$ cat src/rtl/muldiv_seq.sv
// muldiv_seq: iterative MIPS32 multiply/divide unit that owns the HI/LO pair.
// MULT/MULTU use shift-add and DIV/DIVU use restoring division, one step per cycle on magnitudes.
module muldiv_seq #(
    parameter int WIDTH = 32
) (
    input  logic             clk,
    input  logic             rst_n,
    input  logic             start,
    input  logic [5:0]       func,
    input  logic             read_req,
    input  logic [WIDTH-1:0] rs_val,
    input  logic [WIDTH-1:0] rt_val,
    output logic             busy,
    output logic             done,
    output logic             div_by_zero,
    output logic             stall,
    output logic [WIDTH-1:0] hi,
    output logic [WIDTH-1:0] lo
);
    localparam int CW = $clog2(WIDTH);
    typedef enum logic [1:0] {IDLE, CALC, FIN} state_t;
    state_t             state_q;
    logic [CW-1:0]      cnt_q;
    logic [2*WIDTH-1:0] p_q, p_d;
    logic [WIDTH-1:0]   b_q, hi_q, lo_q, a_mag, b_mag;
    logic [WIDTH:0]     sum_d, shl_d, diff_d;
    logic               busy_q, done_q, dz_out_q, is_div_q, neg_q, rneg_q, dz_q;
    logic               is_op, sgn, dz;
    always_comb begin
        is_op  = start && func[5:2] == 4'b0110;
        sgn    = !func[0];
        dz     = func[1] && rt_val == '0;
        a_mag  = (sgn && rs_val[WIDTH-1]) ? -rs_val : rs_val;
        b_mag  = (sgn && rt_val[WIDTH-1]) ? -rt_val : rt_val;
        // p_q holds {partial product, multiplier} or {remainder, dividend/quotient}
        sum_d  = {1'b0, p_q[2*WIDTH-1:WIDTH]} + (p_q[0] ? {1'b0, b_q} : {(WIDTH+1){1'b0}});
        shl_d  = {p_q[2*WIDTH-1:WIDTH], p_q[WIDTH-1]};
        diff_d = shl_d - {1'b0, b_q};
        p_d    = !is_div_q ? {sum_d, p_q[WIDTH-1:1]} :
                 diff_d[WIDTH] ? {shl_d[WIDTH-1:0], p_q[WIDTH-2:0], 1'b0} :
                                 {diff_d[WIDTH-1:0], p_q[WIDTH-2:0], 1'b1};
    end
    always_ff @(posedge clk or negedge rst_n) begin
        if (!rst_n) begin
            state_q  <= IDLE;
            cnt_q    <= '0;
            p_q      <= '0;
            b_q      <= '0;
            hi_q     <= '0;
            lo_q     <= '0;
            busy_q   <= 1'b0;
            done_q   <= 1'b0;
            dz_out_q <= 1'b0;
            is_div_q <= 1'b0;
            neg_q    <= 1'b0;
            rneg_q   <= 1'b0;
            dz_q     <= 1'b0;
        end else begin
            done_q   <= 1'b0;
            dz_out_q <= 1'b0;
            case (state_q)
                IDLE: begin
                    if (is_op) begin
                        state_q  <= dz ? FIN : CALC;
                        busy_q   <= 1'b1;
                        cnt_q    <= '0;
                        is_div_q <= func[1];
                        dz_q     <= dz;
                        neg_q    <= sgn && (rs_val[WIDTH-1] ^ rt_val[WIDTH-1]);
                        rneg_q   <= sgn && rs_val[WIDTH-1];
                        b_q      <= func[1] ? b_mag : a_mag;
                        p_q      <= dz ? {rs_val, {WIDTH{1'b0}}} : {{WIDTH{1'b0}}, func[1] ? a_mag : b_mag};
                    end else if (start && func == 6'd17) begin
                        hi_q <= rs_val;
                    end else if (start && func == 6'd19) begin
                        lo_q <= rs_val;
                    end
                end
                CALC: begin
                    p_q     <= p_d;
                    cnt_q   <= cnt_q + 1'b1;
                    state_q <= cnt_q == CW'(WIDTH-1) ? FIN : CALC;
                end
                FIN: begin
                    state_q  <= IDLE;
                    busy_q   <= 1'b0;
                    done_q   <= 1'b1;
                    dz_out_q <= dz_q;
                    if (dz_q) begin
                        hi_q <= p_q[2*WIDTH-1:WIDTH];
                        lo_q <= '1;
                    end else if (is_div_q) begin
                        hi_q <= rneg_q ? -p_q[2*WIDTH-1:WIDTH] : p_q[2*WIDTH-1:WIDTH];
                        lo_q <= neg_q ? -p_q[WIDTH-1:0] : p_q[WIDTH-1:0];
                    end else begin
                        {hi_q, lo_q} <= neg_q ? -p_q : p_q;
                    end
                end
                default: state_q <= IDLE;
            endcase
        end
    end
    assign busy        = busy_q;
    assign done        = done_q;
    assign div_by_zero = dz_out_q;
    assign hi          = hi_q;
    assign lo          = lo_q;
    assign stall       = busy_q && (start || read_req);
endmodule

$ cat config.mk
export PLATFORM = sky130hd
export DESIGN_NAME = muldiv_seq
export DESIGN_NICKNAME = d
export VERILOG_FILES = /design/src/rtl/muldiv_seq.sv
export SDC_FILE = /design/constraint.sdc
export NUM_CORES = 1
export LEC_CHECK = 0
export ABC_AREA = 1
export ABC_CLOCK_PERIOD_IN_PS = 3050
export CELL_PAD_IN_SITES_DETAIL_PLACEMENT = 1
export CELL_PAD_IN_SITES_GLOBAL_PLACEMENT = 2
export CORE_ASPECT_RATIO = 1.1
export CORE_MARGIN = 4
export CORE_UTILIZATION = 32
export DETAILED_ROUTE_END_ITERATION = 7
export PLACE_DENSITY = 0.88
export SLEW_MARGIN = 20
export SYNTH_ARGS = -nofsm -noshare
export SYNTH_HDL_FRONTEND = slang
export SYNTH_SLANG_ARGS = --single-unit
$ cat constraint.sdc
create_clock -name clk -period 3.05 [get_ports clk]
set_input_delay 0.7625 -clock clk [delete_from_list [all_inputs] [get_ports clk]]
set_output_delay 0.7625 -clock clk [all_outputs]
set_load 0.05 [all_outputs]
==> key figures, run 1 <==
Drt
  • WL/cell: 23.72 um
  • First-pass iteration count of the detailed router: 5
  • DRC: 0
  • Vias: 23.51k
  • Iteration-0 DRC Markers: 2,164
  • Vias per cell: 5.463
  • Final antenna-violating net count: 0
  • Routed WL: 102,000 um

Timing
  • Minimum clock period: 2.857 ns
  • Hold WS: 0.2869 ns
  • Setup violators final: 0
  • Period utilisation layout: 93.67%
  • Worst slew pin tran: 0.7220 ns
  • Final hold viol count: 0
  • Rel. slew slack: 51.36%
  • Clock skew: 0.01367 ns
  • Count of pins over their slew limit: 0
  • Fmax: 350.0 MHz
  • RSZ-0062 raised after global routing: yes

GRT
  • Overall routing resource usage: 31.92%
  • Initial antenna violation count: 2
  • Grt ovf: 0
  • Global-route wire length before repair: 150,500 um
  • Number of global-route vias before repair: 23.69k
  • Largest net degree at the start of global routing: 90

Power
  • Clock Power Share: 9.5%
  • Switching share of total power: 59.40%
  • Internal power: 10.49 mW
  • Worst-case vdd ir drop: 513.8 uV
  • Cell leakage power: 12.07 nW
  • Sequential power share: 17.0%
  • PwrDens: 1125 mW/mm^2
  • Gate power share: 73.5%
  • Switching power: 15.35 mW

Floorplanning
  • Ports: 142
  • Core box area: 0.05767 mm^2
  • Chip Height: 262.0 um
  • Initial core utilization: 32.54%
  • DIE AREA: 0.06259 mm^2
  • Num rows: 92
  • Die W: 238.9 um

Critical path
  • CP Class: flip-flop to flip-flop
  • Critical Path AT: 3.23 ns
  • CP Capture Type: flip-flop
  • Crit path launch type: flip-flop
  • Crit-path max FO: 12
  • Required time of the critical path: 3.43 ns

Placed design
  • I/O Buffers: 141
  • Detailed placement HPWL: 84,420 um
  • GP Congestion: 1.012
  • Placed instance count: 4,270

Clock tree
  • Skew-Pair Late Insertion Delay: 0.48 ns
  • CTS tree: done
  • Cts hold-fix bufs: 0
  • Inserted Clock Buffers: 17
  • Clock transition at path regs: 0.08 ns
  • Clk sinks: 174
  • CTS root buffer: clkbuf_16
  • H-tree Lvls: 4
  • Largest buffer count on any clock path: 2

Synthesis
  • Post-synth EDFFs: 0
  • Primary FF master, synth: dfrtp_1
  • Distinct cells, synth: 54
  • Ys Warns: 0
  • Mapped Nets: 3,434
  • Ys async rst share: 100.0%
  • Synthesized area: 0.01877 mm^2
  • Seq cells post-synth: 174
  • Register area share after synthesis: 23.20%
  • Cells after synthesis: 3,288
  • Mean Syn Cell Area: 5.708 um^2

Final layout
  • Commonest non-fill, non-tap cell in the layout: nand2_1
  • Share of layout cells above drive strength 1: 8.814%
  • Syn-to-layout area delta: 22.37%
  • Post-Layout Cell Count: 4,303
  • # nets final: 3,684
  • Diode count: 0
  • Most frequent cells in the layout: nand2_1, inv_1, nor2_1

Job
  • Max-Cap Viols: 0

Min path
  • Tightest Hold Check Type: input pin to async pin

Status
  • Outcome: finished clean
## synth_stat cells (7+ instances only)
library cell | count | area (um^2)
buf_4 | 8 | 60.06
nand3_1 | 298 | 1491
nor3_1 | 24 | 120.1
a21oi_1 | 219 | 1096
a31oi_1 | 41 | 256.5
o21bai_1 | 9 | 67.56
o221ai_1 | 20 | 175.2
clkbuf_1 | 60 | 225.2
o211ai_1 | 17 | 127.6
buf_2 | 26 | 130.1
inv_1 | 462 | 1734
xor2_1 | 58 | 508.0
nor2_1 | 459 | 1723
ha_1 | 70 | 875.8
nand4_1 | 35 | 219.0
nor2_2 | 10 | 62.56
o21ai_0 | 133 | 665.6
nand2_2 | 8 | 50.05
nand2_1 | 1031 | 3870
or2_2 | 7 | 43.79
inv_2 | 23 | 86.33
dfrtp_1 | 174 | 4354
a22oi_1 | 12 | 90.09
nand3b_1 | 9 | 67.56
## final timing paths
check,from,endpoint,cells after the start,slack [ns]
max,p_q[0],p_q[61],19,0.19
min,rst_n,hi[25],1,0.29
max reg2reg,p_q[0],p_q[61],19,0.19
min reg2reg,cnt_q[0],cnt_q[0],1,0.52
max in group asynchronous,rst_n,p_q[42],2,2.00
min in group clk,cnt_q[0],cnt_q[0],1,0.52
## registers in the layout (all words and copies together) (netlist names)
name	cells
b_q	32
done	1
dz_q	1
cnt_q	5
state_q	2
is_div_q	1
rneg_q	1
lo	32
p_q	64
div_by_zero	1
hi	32
neg_q	1
busy	1
## cell families (layout without fill, tap and decap cells)
group	count (synthesis)	count (layout)	share of synthesized area (%)
compound gates	477	477	14.28
xor+xnor	64	64	2.987
fa+ha+maj	72	72	4.880
buf+inv	594	857	12.51
flops	174	174	23.20
mux	1	1	0.05334
simple gates	1906	1906	42.08
## per-layer routing
metal | up-vias | wire, um | track usage [%]
li1 | 10927 | - | -
met1 | 11378 | 41820 | 40.98
met2 | 964 | 46740 | 52.37
met3 | 233 | 6857 | 4.335
met4 | 4 | 6614 | 16.85
met5 | - | 21 | 0
## timing repair
action / CTS / global route
gates resized for setup: 0 / 11
buffers inserted: 0 / 1
endpoints found under the setup margin: 0 / 17
## worst max-delay path: stages, from the launching register on
cell,delay (ns)
dfrtp_2,0.50
buf_4,0.23
nand2_1,0.11
inv_1,0.05
ha_1,0.36
nand2_1,0.12
inv_1,0.09
nand2_1,0.07
nor3_1,0.16
nand2_1,0.09
nand2_1,0.19
nand3_1,0.13
nand2_1,0.08
nand2_1,0.04
nand3_1,0.11
nand2_1,0.13
inv_1,0.10
nand2_1,0.08
nand2_1,0.07
nand2_1,0.05
## area by class of cell
type,instances,area (um^2)
repair buffers,338,3117
well taps,752,940.9
clock buffers,18,439.2
clock inverters,14,176.4
multi-input cells,2520,12110
flip-flops and latches,174,4357
inverters,487,1828
fillers,7832,34700
## power groups by stage
stage | combinational, mW | clock [mW] | sequential (mW)
after floorplan | 10.4 | 0 | 5.15
after global placement | 18.3 | 0 | 4.38
after detailed placement | 18.5 | 0 | 4.39
after CTS | 18.6 | 2.44 | 4.35
after global routing | 20.7 | 2.54 | 4.46
final | 19.0 | 2.45 | 4.40
## metrics by stage
stage / setup WS [ns] / cell area, um^2 / utilization, % / power, mW / TNS [ns]
final: 0.1932 / 22970 / 39.82 / 25.84 / 0
after global routing: -0.03984 / 22970 / 39.82 / 27.69 / -0.04336
after CTS: 0.08592 / 22930 / 39.75 / 25.44 / 0
after detailed placement: 0.004655 / 22310 / 38.69 / 22.92 / 0
after global placement: -0.01285 / 22310 / 38.69 / 22.66 / -0.01285
after floorplan: 0.6418 / 18770 / - / 15.60 / 0
Note: power is estimated with default switching activity, not from simulation.
==> run 2: changes to the inputs <==
ABC_AREA = default   (was 1)
CORE_MARGIN = default   (was 4)
CORE_UTILIZATION = 35   (was 32)
DONT_BUFFER_PORTS = 1   (was default)
PLACE_DENSITY = 0.8   (was 0.88)
==> key figures, run 2 <==
Status
  • Outcome: finished with violations
  • Failing checks: hold timing, setup timing

Power
  • Sequential power share: 17.5%
  • PwrDens: 1225 mW/mm^2
  • Worst-case vdd ir drop: 514.5 uV
  • Internal power: 13.58 mW
  • Switching power: 13.71 mW
  • Switching share of total power: 50.24%
  • Cell leakage power: 9.400 nW
  • Clock Power Share: 8.9%
  • Gate power share: 73.6%

Final layout
  • Storage cell area: 0.004362 mm^2
  • Commonest non-fill, non-tap cell in the layout: buf_4
  • Fill cells: 5,248
  • Reg with most FFs: p_q
  • # nets final: 2,541
  • Footprint of the multi-input gates: 0.01240 mm^2
  • Post-Layout Cell Count: 2,992
  • Share of layout cells above drive strength 1: 34.15%
  • Syn-to-layout area delta: 41.02%
  • Max reg flops: 64
  • Finished layout cell area: 0.02227 mm^2
  • Most frequent cells in the layout: buf_4, nand2_1, o21ai_0

Critical path
  • Flop-to-flop setup slack: -0.25 ns
  • R2R Path Start: p_q[49]
  • Critical Path AT: 3.65 ns
  • FF-to-FF End: p_q[32]
  • Reg2reg path depth: 13
  • CP Class: flip-flop to flip-flop
  • CP Capture Type: flip-flop
  • Required time of the critical path: 3.40 ns
  • Crit-path max FO: 5
  • Crit path launch type: flip-flop

Timing
  • RSZ-0062 raised after global routing: yes
  • Period utilisation layout: 108.1%
  • Count of pins over their slew limit: 0
  • Minimum clock period: 3.297 ns
  • Fmax: 303.3 MHz
  • Setup violators final: 55
  • Hold WS: -0.03361 ns
  • Worst slew pin tran: 1.069 ns
  • Clock skew: 0.01337 ns
  • Rel. slew slack: 28.01%
  • Final hold viol count: 24
  • Final WS setup: -0.2472 ns

Drt
  • Post-Route M1 WL: 32,590 um
  • Vias per cell: 6.105
  • Vias: 18.27k
  • First-pass iteration count of the detailed router: 5
  • WL/cell: 28.06 um
  • Routed WL: 83,970 um
  • Iteration-0 DRC Markers: 1,378
  • Met3 wire len: 6669 um
  • DRC: 0
  • Met2 WL: 38,330 um
  • Final antenna-violating net count: 0
  • Top Metal Used: met5

Synthesis
  • Synth Area in XOR/XNOR: 9.254%
  • Cells after synthesis: 2,055
  • Area contributors post-synth: dfrtp_1, o21ai_0, a21oi_1, ha_1, xnor2_1
  • Largest family of logic cells by synthesized area: compound AO/OA/AOI/OAI gates
  • Ys async rst share: 100.0%
  • Mux cell area share after synthesis: 3.074%
  • Seq cells post-synth: 174
  • Adder-cell share of the synthesized area: 5.799%
  • Mean Syn Cell Area: 7.685 um^2
  • Distinct cells, synth: 86
  • Synth Area in Compound Gates: 27.94%
  • Synthesized area: 0.01579 mm^2
  • Mapped Nets: 2,201
  • Primary FF master, synth: dfrtp_1
  • Most numerous cell in the Yosys netlist: o21ai_0
  • Commonest cells post-synth: o21ai_0, nand2_1, a21oi_1, dfrtp_1, nor2_1
  • Synth Area in Simple Gates: 19.89%
  • Post-synth top area share: 27.57%
  • Register area share after synthesis: 27.57%
  • Ys Warns: 0
  • Post-synth EDFFs: 0
  • Area leader, netlist: dfrtp_1

Job
  • Max-Cap Viols: 0

GRT
  • Global-route wire length before repair: 117,600 um
  • Initial antenna violation count: 4
  • Grt ovf: 0
  • Number of global-route vias before repair: 18.34k
  • Overall routing resource usage: 34.72%
  • Largest net degree at the start of global routing: 175

Clock tree
  • Skew-Pair Late Insertion Delay: 0.49 ns
  • Clk sinks: 174
  • H-tree Lvls: 4
  • Largest buffer count on any clock path: 2
  • CTS root buffer: clkbuf_16
  • Inserted Clock Buffers: 17
  • CTS tree: done
  • Clock transition at path regs: 0.08 ns

Placed design
  • GP Congestion: 0.9731
  • DP Area: 0.01895 mm^2
  • Placed instance count: 2,884
  • I/O Buffers: 0
  • Detailed placement HPWL: 60,260 um

Floorplanning
  • DIE AREA: 0.04598 mm^2
  • Num rows: 81
  • Die W: 204.5 um
  • Initial core utilization: 35.50%
  • Chip Height: 224.8 um
  • Core box area: 0.04449 mm^2
  • Ports: 142

Min path
  • Tightest Hold Check Type: input pin to async pin
==> run 2: cell count changes after synthesis, moves of 33 or more <==
cell      delta
nand2_1    -810
inv_1      -385
nor2_1     -286
nand3_1    -250
xnor2_1     +93
o21ai_0     +89
clkbuf_1    +57
mux2i_1     +43
a21oi_1     -41
a221oi_1    +40
a21o_1      +33
==> run 2: per-stage QoR <==
stage                     util, %  total power, mW  setup WS, ns  TNS (ns)  hold WS, ns
final                       50.06            27.29       -0.2472    -5.652     -0.03361
after global routing        50.04            28.50       -0.3567    -11.49     -0.04319
after CTS                   46.54            23.93       -0.2291    -2.519     -0.05279
after detailed placement    42.59            19.61       -0.5562    -38.98       0.4705
after global placement      42.59            19.13       -0.4755    -31.44       0.4664
after floorplan                 -            13.30       -0.3257    -12.44       0.4429
==> run 2: per-layer routing <==
metal | vias to the layer above | GRT usage, %
li1 | 8145 | -
met1 | 9088 | 42.37
met2 | 792 | 55.31
met3 | 238 | 6.389
met4 | 2 | 23.71
met5 | - | 0
==> run 2: kinds of logic after synthesis <==
kind of cell,count (synthesis)
buffers and inverters,226
adder cells (fa/ha/maj),72
AND/OR/NAND/NOR,657
AO/OA/AOI/OAI,712
XOR/XNOR,166
multiplexers,48
flip-flops,174
==> run 2: worst max-delay path by stage <==
stage | startpoint | endpoint | cells past startpoint
2_1_floorplan | rt_val[2] | p_q[22] | 11
3_3_place_gp | rt_val[2] | p_q[63] | 9
3_5_place_dp | p_q[0] | p_q[60] | 16
4_1_cts | p_q[0] | p_q[61] | 14
5_1_grt | b_q[3] | p_q[52] | 15
6_report | p_q[49] | p_q[32] | 13
==> run 2: critical path, cell delays in order (launching register included) <==
cell and delay [ns]:
dfrtp_1 0.39, ha_1 0.36, nand3_4 0.14, or4_4 0.60, a21oi_4 0.16, nor2_2 0.06
o31a_1 0.30, buf_6 0.15, xor2_4 0.18, buf_6 0.18, clkbuf_16 0.15, buf_6 0.11
a211oi_2 0.22, o21ai_1 0.15
==> run 2: cell type report <==
class	count	area share, %
inverter	78	1.360
clock inverter	14	0.8539
multi-input combinational	1658	55.66
clock buffer	17	1.910
antenna	4	0.04494
timing repair buffer	466	17.32
sequential	174	19.58
tap	581	3.264
==> run 2: repair_timing <==
| action | 4_1_cts | 5_1_grt |
|---|---|---|
| cloned | 0 | 8 |
| endpoints found under the hold margin | 174 | 151 |
| pin swaps | 73 | 134 |
| resized for setup | 179 | 280 |
| setup buffers | 41 | 28 |
| endpoints found under the setup margin | 64 | 92 |
==> run 2: power groups by stage <==
stage	clock network, mW	registers [mW]	logic (mW)
6_report	2.43	4.78	20.1
5_1_grt	2.53	4.86	21.1
4_1_cts	2.46	4.72	16.8
3_5_place_dp	0	4.70	14.9
3_3_place_gp	0	4.65	14.5
2_1_floorplan	0	4.73	8.57
==> run 3: changes to the inputs <==
MAX_ROUTING_LAYER = met4   (was default)
SKIP_CTS_REPAIR_TIMING = 1   (was default)
==> key figures, run 3 (synthesis gave the netlist of run 2 again) <==
Timing
  • Minimum clock period: 3.346 ns
  • Rel. slew slack: 43.96%
  • RSZ-0062 raised after global routing: yes
  • Final hold viol count: 73
  • Setup violators final: 46
  • Fmax: 298.8 MHz
  • Final WS setup: -0.2964 ns
  • Worst slew pin tran: 0.8406 ns
  • Hold WS: -0.03914 ns
  • Clock skew: 0.01570 ns
  • TNS Setup: -8.381 ns
  • Count of pins over their slew limit: 0
  • Period utilisation layout: 109.7%

Floorplanning
  • Chip Height: 224.8 um
  • Initial core utilization: 35.50%
  • Num rows: 81
  • Ports: 142
  • Core box area: 0.04449 mm^2
  • Die W: 204.5 um
  • DIE AREA: 0.04598 mm^2

Final layout
  • Syn-to-layout area delta: 37.97%
  • Reg with most FFs: p_q
  • # nets final: 2,536
  • Max reg flops: 64
  • Commonest non-fill, non-tap cell in the layout: buf_4
  • Post-Layout Cell Count: 2,989
  • Share of layout cells above drive strength 1: 32.83%
  • Layout Utilization: 48.97%
  • Most frequent cells in the layout: buf_4, nand2_1, o21ai_0
  • Finished layout cell area: 0.02179 mm^2
  • Fill cells: 5,265

Placed design
  • Dpl ws: -0.6211 ns
  • Detailed placement HPWL: 60,680 um
  • DP Area: 0.01907 mm^2
  • I/O Buffers: 0
  • Placed instance count: 2,897
  • GP Congestion: 1.002

Power
  • Clock Power Share: 8.9%
  • Switching power: 13.26 mW
  • Switching share of total power: 50.58%
  • Power Total: 26.21 mW
  • Cell leakage power: 9.202 nW
  • Internal power: 12.95 mW
  • Sequential power share: 18.0%
  • Gate power share: 73.0%
  • PwrDens: 1203 mW/mm^2
  • Worst-case vdd ir drop: 472.5 uV

Drt
  • DRC: 0
  • Final antenna-violating net count: 0
  • WL/cell: 27.59 um
  • Vias per cell: 6.110
  • Iteration-0 DRC Markers: 1,607
  • Routed WL: 82,470 um
  • First-pass iteration count of the detailed router: 5
  • Vias: 18.26k

GRT
  • Overall routing resource usage: 34.86%
  • Initial antenna violation count: 3
  • Largest net degree at the start of global routing: 175
  • Global-route wire length before repair: 114,600 um
  • Number of global-route vias before repair: 17.86k
  • Grt ovf: 0

Critical path
  • Required time of the critical path: 3.40 ns
  • Flop-to-flop setup slack: -0.30 ns
  • CP Class: flip-flop to flip-flop
  • CP Capture Type: flip-flop
  • Crit-path most repeated cell: buf_6
  • Crit path launch type: flip-flop
  • Crit path max-delay cell type: or4_4
  • Crit-path max FO: 7
  • Worst stage delay on the critical path: 0.60 ns
  • Critical Path AT: 3.70 ns
  • Worst-path cell chain: ha_4 > nand4_1 > or4_4 > a21oi_4 > nor2_4 > o31a_1 > buf_6 > xor2_4 > buf_6 > buf_6 > nor2_1 > a21oi_1 > o211ai_1

Min path
  • Tightest Hold Check Type: input pin to async pin

Status
  • Failing checks: hold timing, setup timing
  • Outcome: finished with violations

Clock tree
  • Largest buffer count on any clock path: 2
  • CTS tree: done
  • Clock transition at path regs: 0.08 ns
  • Inserted Clock Buffers: 17
  • Clk sinks: 174
  • CTS root buffer: clkbuf_16
  • H-tree Lvls: 4
  • Skew-Pair Late Insertion Delay: 0.50 ns

Job
  • Max-Cap Viols: 0
## run 3: final timing paths
path / endpoint / start / cells past startpoint
setup / recovery: p_q[44] / p_q[43] / 13
hold / removal: hi[16] / rst_n / 0
setup reg to reg: p_q[44] / p_q[43] / 13
hold reg to reg: b_q[30] / b_q[30] / 2
max in group asynchronous: p_q[38] / rst_n / 0
min in group clk: hi[14] / rs_val[14] / 2
## run 3: power by group through the flow
| stage | registers [mW] | clock network, mW | logic (mW) |
|---|---|---|---|
| after detailed placement | 4.69 | 0 | 15.2 |
| after global routing | 4.81 | 2.43 | 20.3 |
| after global placement | 4.65 | 0 | 14.8 |
| after CTS | 4.65 | 2.36 | 15.3 |
| after floorplan | 4.73 | 0 | 8.57 |
| final | 4.73 | 2.34 | 19.1 |
## run 3: layer usage
metal	up-vias	wire (um)	global-route usage, %
li1	8140	-	-
met1	9189	33270	43.19
met2	707	37090	52.78
met3	226	5916	5.100
met4	0	6190	22.53
met5	-	0	-
## run 3: critical path, delay by kind of cell (launching register included)
kind                     cells  cell delay, ns
AND/OR/NAND/NOR              4            0.88
buffers and inverters        3            0.45
flip-flops                   1            0.45
AO/OA/AOI/OAI                4            0.78
XOR/XNOR                     1            0.35
adder cells (fa/ha/maj)      1            0.29
## run 3: area by class of cell
class,count,area (um^2),area share [%]
diodes,5,12.51,0.05743
clock buffers,19,452.9,2.079
clock inverters,13,140.1,0.6432
inverters,78,297.8,1.367
multi-input cells,1657,12090,55.51
flip-flops and latches,174,4362,20.02
well taps,581,726.9,3.336
repair buffers,462,3702,16.99
